### src/rtl/iic_req_arbiter_if.sv
// Requester and IIC-master side signals of the arbiter, bundled with one modport per side.
interface iic_req_arbiter_if #(
    parameter int N_REQ = 4
) ();
    logic [N_REQ-1:0] req;
    logic [N_REQ-1:0] req_wr;
    logic [N_REQ-1:0] gnt;
    logic             done;
    logic [1:0]       status;
    logic             iic_wr_trig_n;
    logic             iic_rd_trig_n;
    logic             iic_busy;
    logic             iic_ack_error;

    modport master (
        output req, req_wr, iic_busy, iic_ack_error,
        input  gnt, done, status, iic_wr_trig_n, iic_rd_trig_n
    );

    modport slave (
        input  req, req_wr, iic_busy, iic_ack_error,
        output gnt, done, status, iic_wr_trig_n, iic_rd_trig_n
    );
endinterface

### src/rtl/iic_req_arbiter.sv
// Round-robin arbiter sharing one IIC EEPROM master: one trigger per grant, busy/ack tracking,
// post-write gap, and a done pulse with status per grant.
module iic_req_arbiter #(
    parameter int N_REQ         = 4,
    parameter int TRIG_HOLD     = 1_000_000,
    parameter int START_TIMEOUT = 2_000_000,
    parameter int XFER_TIMEOUT  = 200_000,
    parameter int WR_GAP        = 250_000
) (
    input  logic               clk_50M,
    input  logic               rst,
    iic_req_arbiter_if.slave   bus
);
    localparam int M1      = (TRIG_HOLD > START_TIMEOUT) ? TRIG_HOLD : START_TIMEOUT;
    localparam int M2      = (XFER_TIMEOUT > WR_GAP) ? XFER_TIMEOUT : WR_GAP;
    localparam int CNT_MAX = (M1 > M2) ? M1 : M2;
    localparam int CW      = $clog2(CNT_MAX + 1);
    localparam int RW      = $clog2(N_REQ);

    typedef enum logic [2:0] {IDLE, TRIG, WAIT_BUSY, WAIT_DONE, GAP, DONE} state_t;

    state_t           state;
    logic [CW-1:0]    cnt;
    logic [RW-1:0]    rr;
    logic [N_REQ-1:0] gnt;
    logic             done;
    logic [1:0]       status;
    logic             op;
    logic             busy_seen;
    logic             wr_trig_n;
    logic             rd_trig_n;

    logic [RW-1:0]    win;
    logic [RW-1:0]    cand;
    logic             any;

    // First active requester after the last winner, wrapping past N_REQ-1.
    always_comb begin
        win  = rr;
        any  = 1'b0;
        cand = '0;
        for (int unsigned i = 1; i <= N_REQ; i++) begin
            cand = RW'((32'(rr) + i) % 32'(N_REQ));
            if (!any && bus.req[cand]) begin
                any = 1'b1;
                win = cand;
            end
        end
    end

    always_ff @(posedge clk_50M) begin
        if (rst) begin
            state     <= IDLE;
            cnt       <= '0;
            rr        <= RW'(N_REQ - 1);
            gnt       <= '0;
            done      <= 1'b0;
            status    <= 2'b00;
            op        <= 1'b0;
            busy_seen <= 1'b0;
            wr_trig_n <= 1'b1;
            rd_trig_n <= 1'b1;
        end else begin
            done <= 1'b0;
            case (state)
                IDLE: begin
                    if (any) begin
                        gnt       <= {{(N_REQ-1){1'b0}}, 1'b1} << win;
                        op        <= bus.req_wr[win];
                        rr        <= win;
                        cnt       <= '0;
                        busy_seen <= 1'b0;
                        if (bus.req_wr[win]) wr_trig_n <= 1'b0;
                        else                 rd_trig_n <= 1'b0;
                        state     <= TRIG;
                    end
                end
                TRIG: begin
                    if (bus.iic_busy) busy_seen <= 1'b1;
                    if (cnt == CW'(TRIG_HOLD - 1)) begin
                        wr_trig_n <= 1'b1;
                        rd_trig_n <= 1'b1;
                        cnt       <= '0;
                        state     <= WAIT_BUSY;
                    end else begin
                        cnt <= cnt + 1'b1;
                    end
                end
                WAIT_BUSY: begin
                    if (busy_seen || bus.iic_busy) begin
                        cnt   <= '0;
                        state <= WAIT_DONE;
                    end else if (cnt == CW'(START_TIMEOUT - 1)) begin
                        status <= 2'b10;
                        done   <= 1'b1;
                        state  <= DONE;
                    end else begin
                        cnt <= cnt + 1'b1;
                    end
                end
                WAIT_DONE: begin
                    // Only a clean write goes through GAP, so its status is always ok.
                    if (!bus.iic_busy) begin
                        if (op && !bus.iic_ack_error) begin
                            cnt   <= '0;
                            state <= GAP;
                        end else begin
                            status <= {1'b0, bus.iic_ack_error};
                            done   <= 1'b1;
                            state  <= DONE;
                        end
                    end else if (cnt == CW'(XFER_TIMEOUT - 1)) begin
                        status <= 2'b11;
                        done   <= 1'b1;
                        state  <= DONE;
                    end else begin
                        cnt <= cnt + 1'b1;
                    end
                end
                GAP: begin
                    if (cnt == CW'(WR_GAP - 1)) begin
                        status <= 2'b00;
                        done   <= 1'b1;
                        state  <= DONE;
                    end else begin
                        cnt <= cnt + 1'b1;
                    end
                end
                DONE: begin
                    gnt   <= '0;
                    state <= IDLE;
                end
                default: state <= IDLE;
            endcase
        end
    end

    assign bus.gnt           = gnt;
    assign bus.done          = done;
    assign bus.status        = status;
    assign bus.iic_wr_trig_n = wr_trig_n;
    assign bus.iic_rd_trig_n = rd_trig_n;
endmodule

### src/flat_wrapper.sv
// flat-port wrapper written by rule: the top's interface ports become plain ports
module iic_req_arbiter_flat 
#(
    parameter int N_REQ         = 4,
    parameter int TRIG_HOLD     = 1_000_000,
    parameter int START_TIMEOUT = 2_000_000,
    parameter int XFER_TIMEOUT  = 200_000,
    parameter int WR_GAP        = 250_000
)
  (clk_50M, rst, bus_req, bus_req_wr, bus_iic_busy, bus_iic_ack_error, bus_gnt, bus_done, bus_status, bus_iic_wr_trig_n, bus_iic_rd_trig_n);
  iic_req_arbiter_if #(.N_REQ(N_REQ)) bus_i ();
  input  logic clk_50M;
  input  logic rst;
  input wire logic [$bits(bus_i.req)-1:0] bus_req;
  input wire logic [$bits(bus_i.req_wr)-1:0] bus_req_wr;
  input wire logic [$bits(bus_i.iic_busy)-1:0] bus_iic_busy;
  input wire logic [$bits(bus_i.iic_ack_error)-1:0] bus_iic_ack_error;
  output wire logic [$bits(bus_i.gnt)-1:0] bus_gnt;
  output wire logic [$bits(bus_i.done)-1:0] bus_done;
  output wire logic [$bits(bus_i.status)-1:0] bus_status;
  output wire logic [$bits(bus_i.iic_wr_trig_n)-1:0] bus_iic_wr_trig_n;
  output wire logic [$bits(bus_i.iic_rd_trig_n)-1:0] bus_iic_rd_trig_n;
  assign bus_i.req = bus_req;
  assign bus_i.req_wr = bus_req_wr;
  assign bus_i.iic_busy = bus_iic_busy;
  assign bus_i.iic_ack_error = bus_iic_ack_error;
  assign bus_gnt = bus_i.gnt;
  assign bus_done = bus_i.done;
  assign bus_status = bus_i.status;
  assign bus_iic_wr_trig_n = bus_i.iic_wr_trig_n;
  assign bus_iic_rd_trig_n = bus_i.iic_rd_trig_n;
  iic_req_arbiter #(.N_REQ(N_REQ), .TRIG_HOLD(TRIG_HOLD), .START_TIMEOUT(START_TIMEOUT), .XFER_TIMEOUT(XFER_TIMEOUT), .WR_GAP(WR_GAP)) u_core (.clk_50M(clk_50M), .rst(rst), .bus(bus_i));
endmodule
### config.mk
export PLATFORM = sky130hd
export DESIGN_NAME = iic_req_arbiter_flat
export DESIGN_NICKNAME = d
export VERILOG_FILES = /design/src/rtl/iic_req_arbiter_if.sv /design/src/rtl/iic_req_arbiter.sv /design/src/flat_wrapper.sv
export SDC_FILE = /design/constraint.sdc
export NUM_CORES = 1
export LEC_CHECK = 0
export ABC_AREA = 1
export CAP_MARGIN = 20
export CORE_MARGIN = 1.5
export CORE_UTILIZATION = 45
export CTS_CLUSTER_DIAMETER = 100
export DETAILED_ROUTE_END_ITERATION = 12
export PLACE_DENSITY = 0.7
export SLEW_MARGIN = 10
export SYNTH_ARGS = -nofsm -noshare
export SYNTH_HDL_FRONTEND = slang
export SYNTH_SLANG_ARGS = --single-unit
### constraint.sdc
create_clock -name clk_50M -period 1.85 [get_ports clk_50M]
set_input_delay 0.2775 -clock clk_50M [delete_from_list [all_inputs] [get_ports clk_50M]]
set_output_delay 0.2775 -clock clk_50M [all_outputs]
set_load 0.01 [all_outputs]
Word-level counts from Yosys, hierarchy flattened
Index checks and enable logic that the tools add are counted.
{"block": "word_totals", "input_bits": 12, "elab_cells": 129, "ff_bits": 37, "output_inout_bits": 9}
{"block": "op_classes", "shifts": 1, "addsub": 5, "mux": 62, "n_eq_ne": 24, "n_reduce_logical": 22, "order_cmp": 5}
{"cell": "two-way mux 21 bit", "count": 8}
{"cell": "one-hot mux 21 bit (5 select lines)", "count": 1}
{"cell": "equality test 21 x 18 -> 1 bit, second input constant", "count": 2}
{"cell": "two-way mux 1 bit", "count": 23}
{"cell": "adder 21 x 1 -> 21 bit, second input constant", "count": 1}
{"cell": "equality test 21 x 20 -> 1 bit, second input constant", "count": 1}
{"cell": "equality test 21 bit, second input constant", "count": 1}
{"cell": "two-way mux 3 bit", "count": 7}
{"cell": "two-way mux 2 bit", "count": 10}
{"cell": "< comparator 2 x 3 -> 1 bit, second input constant", "count": 5}
{"cell": "one-hot mux 3 bit (5 select lines)", "count": 1}
{"cell": "AND reduction 6 bit", "count": 2}
{"cell": "binary-select mux 1 bit (select 2 bit)", "count": 5}
{"cell": "!= test 2 x 1 -> 1 bit, second input constant", "count": 5}
{"cell": "!= test 3 x 2 -> 1 bit, second input constant", "count": 3}
{"cell": "!= test 2 bit, second input constant", "count": 4}
{"cell": "one-hot mux 4 bit (2 select lines)", "count": 1}
{"cell": "AND reduction 4 bit", "count": 2}
{"cell": "equality test 3 x 2 -> 1 bit, second input constant", "count": 2}
{"cell": "equality test 3 bit, second input constant", "count": 2}
{"cell": "!= test 3 bit, second input constant", "count": 2}
{"cell": "one-hot mux 1 bit (2 select lines)", "count": 3}
{"cell": "one-hot mux 2 bit (3 select lines)", "count": 1}
{"cell": "AND reduction 5 bit", "count": 1}
{"cell": "16 further kinds", "count": 26}

Logic depth before layout (Yosys ltp)
{"block": "logic_depth", "ltp_word": 18, "depth_mapped": 16, "mapped_depth_nobuf": 16}

Worst setup path after synthesis
Ideal clock, no wire load.
{"block": "synth_path", "kind": "register -> register", "startpoint": "register u_core.cnt[0]", "endpoint": "register u_core.cnt[0]", "path_buffers": 0, "stages_incl_launch_ff": 12, "setup_slack_ps": 98, "synth_period_minus_slack_ps": 1752, "setup_time_ps": 70, "arrival_ps": 1682, "t_required_ps": 1780, "cell_sequence": "dfxtp_1 ha_1 nand3_1 inv_2 nand2_2 inv_1 nand3_1 o21ai_2 nor2_4 nand2_4 or2_2 a21oi_1"}
{"block": "synth_via", "elab_chain_cells": 4, "word_cells_on_any_way": 16, "cone_classes": "1 x add/sub; 7 x eq/ne; 7 x mux; 1 x reduce/logical"}
{"element": "start: declaration", "line": "iic_req_arbiter.sv:23", "rtl": "logic [CW-1:0] cnt;"}
{"element": "start signal: assignment", "line": "iic_req_arbiter.sv:86", "rtl": "cnt <= cnt + 1'b1;"}
{"element": "start signal: assignment", "line": "iic_req_arbiter.sv:98", "rtl": "cnt <= cnt + 1'b1;"}
{"element": "start signal: assignment", "line": "iic_req_arbiter.sv:117", "rtl": "cnt <= cnt + 1'b1;"}
{"element": "adder 21 x 1 -> 21 bit"}
{"element": "two-way mux 21 bit (on tied branches)", "line": "iic_req_arbiter.sv:112, iic_req_arbiter.sv:93"}
{"element": "two-way mux 21 bit (on tied branches)", "line": "iic_req_arbiter.sv:103, iic_req_arbiter.sv:90"}
{"element": "one-hot mux 21 bit (5 select lines)", "line": "iic_req_arbiter.sv:65", "rtl": "case (state)"}
Several ways; a longest one is shown, not always the timed one. The select of a mux whose other input is x is not followed.
A chain may end at the register's enable or synchronous reset.

Worst setup path in the final report
{"block": "layout_path", "startpoint": "register u_core.cnt[0]", "endpoint": "register u_core.cnt[8]"}
Same word-level chain as after synthesis.

==> impl_metrics.yaml <==
outcome:
  outcome: "complete, no violations"
final_layout:
  fin_area_mm2: 0.00417
  antenna_cells: 0
  final_cells: 665
  fin_util_pct: 65.7
  syn2layout_area_growth_pct: 41.6
  drive_above_1_share_pct: 31.3
  fin_nets: 600
global_route:
  met1_usage_pct: 33.5
  grt.overflow.total: 0
  grt_util_all_layers_pct: 26.2
  busiest_layer: "met2"
  met3_usage_pct: 4.35
  grt_pass1_vias: 3350
  grt_max_degree: 22
  grt_util_met2_pct: 44.6
  grt_pass1_wl_um: 15200
  antenna_found_initial: 0
setup_path:
  required_ps: 2030
  critPathLaunchType: "flip-flop"
  r2r_start: "u_core.cnt[0]"
  critical_path.max_fanout: 4
  r2r_cells: 12
  critPathLaunch: "u_core.cnt[0]"
  timing.rr.end: "u_core.cnt[8]"
  cp-end-kind: "flip-flop"
  path_class: "reg2reg"
  reg2reg_slack_ps: 30
  crit_path_end: "u_core.cnt[8]"
  cp.arrival_ps: 1990
drt:
  detail_route.wl_per_cell_um: 14.4
  drt-initial-drc-count: 232
  antenna_left: 0
  first_pass_iters: 5
  totalWireLength_um: 9580
  drc: 0
  via_count: 3702
  viasPerCell: 5.57
power:
  combPwrFrac_pct: 59.1
  ir_drop_v: 0.000909
  seqPwrFrac_pct: 22.5
  switching_power_mw: 2.05
  p_leak_nw: 1.82
  switching_share_pct: 43.3
  power_density_mw_per_mm2: 1130
  clockPowerShare_pct: 18.4
  p_int_mw: 2.68
timing:
  hold_violations: 0
  finalSetupViolations: 0
  worst_slew_margin_rel_pct: 77.6
  maxSlewViolCount: 0
  skew_ps: 4.28
  rsz0062_at_grt: "yes"
  post-route-period-util_pct: 98.3
  fin_ws_ps: 31.8
  fmax_mhz: 550
  tightest_slew_ps: 336
  period_minus_slack_ps: 1820
clock_network:
  cts_sinks: 37
  numCtsBuffers: 5
  cts_tree: "yes"
  clock_path_buffers: 2
  htree_num_levels: 2
  insertion_delay_ps: 290
  clockRootBuffer: "clkbuf_8"
  clk_pin_slew_ps: 80
place:
  place_area_mm2: 0.00358
  routabilityCongestion: 0.909
  dp_cells: 645
  post-place-ws_ps: -273
  port_buffers: 20
  dpl.hpwl_um: 6750
synthesis:
  synthSimpleGateAreaFrac_pct: 50.3
  yosys_warnings: 0
  ys_seq_area_share_pct: 25.2
  synthXorXnorAreaFrac_pct: 1.19
  synth_nets: 517
  muxShareOfSynthArea_pct: 0
  synthAdderAreaFrac_pct: 0.425
  post_synth.cell_area_avg_um2: 5.84
  ys_ff_latch: 37
  synth_top_area_cell: "dfxtp_1"
  synth.distinct_cells: 38
  synth_top_area_share_pct: 25.2
  synth_top_family_by_area: "simple AND/OR/NAND/NOR gates"
  syn_inst: 504
  yosys-top-cells-area: "dfxtp_1 (25%), nand2_1 (20%), nand3_1 (11%)"
  syn_area_mm2: 0.00294
  synth_compound_area_share_pct: 11.7
die:
  die_x_um: 83.9
  die_y_um: 83.9
  die_area_mm2: 0.00704
  coreArea_mm2: 0.00635
  rows: 29
  start_util_pct: 46.4
  pin_count: 21
worst_hold_path:
  hold_path_class: "reg2reg"
  min_from: "u_core.bus.iic_wr_trig_n"
job:
  cap_violations: 0
## synthesized netlist by cell type
master,count
nand2_1,153
nand3_1,67
inv_1,57
nor2_1,45
dfxtp_1,37
a21oi_1,32
nand4_1,20
o21ai_0,15
nor3_1,14
nand2_2,7
inv_2,6
nor2_2,5
buf_2,4
buf_6,4
o211ai_1,4
xor2_1,4
clkbuf_1,3
buf_4,2
nand3_2,2
nor2_4,2
o2111ai_1,2
o21ai_1,2
o22ai_1,2
a211oi_1,1
a31oi_1,1
and2_1,1
clkinv_1,1
ha_1,1
nand2_4,1
nor2_8,1
nor3_2,1
nor3_4,1
nor4_1,1
nor4_2,1
o21ai_2,1
o21bai_1,1
o32ai_1,1
or2_2,1
## how the worst min path moves through the flow
stage / depth (start not counted) / slack [ps] / endpoint
CTS: 2 / 470 / u_core.bus.iic_wr_trig_n
finish: 2 / 460 / u_core.bus.iic_wr_trig_n
floorplan: 1 / 350 / u_core.cnt[4]
global route: 2 / 500 / u_core.bus.gnt[0]
detailed placement: 2 / 450 / u_core.bus.iic_wr_trig_n
global placement: 2 / 450 / u_core.bus.iic_wr_trig_n
## sequential cells by signal (all words and copies together), names as in the netlist
name                      flops
u_core.state                  3
u_core.bus.status             2
u_core.rr                     2
u_core.bus.gnt                4
u_core.cnt                   21
u_core.bus.done               1
u_core.bus.iic_wr_trig_n      1
u_core.op                     1
u_core.busy_seen              1
u_core.bus.iic_rd_trig_n      1
## layout by cell type, fill, tap and decap left out, drive strengths merged, types with 4 or more instances in the layout
cell           synthesis  layout
nor2                  53      53
xor2                   4       4
o21ai                 18      18
nand4                 20      20
buf                   10      67
dfxtp                 37      37
a21oi                 32      32
clkdlybuf4s50          0      19
o211ai                 4       4
nand3                 69      69
nor3                  16      16
clkbuf                 3       5
nand2                161     162
inv                   63      63
## through the flow
step | TNS, ps | power [mW] | hold slack, ps
2_1_floorplan | 0 | 2.53 | 347
3_3_place_gp | -5600 | 3.39 | 449
3_5_place_dp | -6520 | 3.43 | 452
4_1_cts | -2.48 | 4.37 | 467
5_1_grt | -869 | 5.07 | 500
6_report | 0 | 4.73 | 461
## cells by family after synthesis
group	after synthesis
simple gates	323
buf+inv	77
compound gates	62
flops	37
xor+xnor	4
fa+ha+maj	1
## area by class of cell
type	count	area, um^2
Timing Repair Buffer	87	736
Clock inverter	3	68.8
Timing Repair inverter	1	5.00
Clock buffer	5	68.8
Tap cell	77	96.3
Inverter	64	254
Multi-Input combinational cell	391	2180
Sequential cell	37	762
Fill cell	598	2180
## layer usage
layer	part of all wire, %	vias to the layer above
met5	0	-
met4	2.0	0
met3	5.4	19
met2	49	111
met1	43	1755
li1	-	1817
## worst max-delay path: stages (launching register included)
cell	delay, ps
dfxtp_2	360
ha_4	150
nand3_4	80
inv_4	80
buf_6	100
buf_4	120
nand2_4	60
xor2_4	240
nor2_1	60
a21oi_1	120
o211ai_1	110
nand2_1	130
a21oi_2	70
## timing repair
action                                  4_1_cts  5_1_grt
buffers inserted                              6        5
endpoints found under the setup margin       27       36
pin swaps                                     4       22
gates cloned                                  0        2
hold buffers                                  0        0
gates resized for setup                      15       97
## power groups by stage
stage / clock, mW / combinational (mW) / sequential, mW
final: 0.872 / 2.79 / 1.06
after floorplan: 0 / 1.45 / 1.07
after detailed placement: 0 / 2.37 / 1.05
after CTS: 0.874 / 2.44 / 1.05
after global routing: 0.911 / 3.08 / 1.08
after global placement: 0 / 2.33 / 1.05
(Power assumes the default switching activity.)
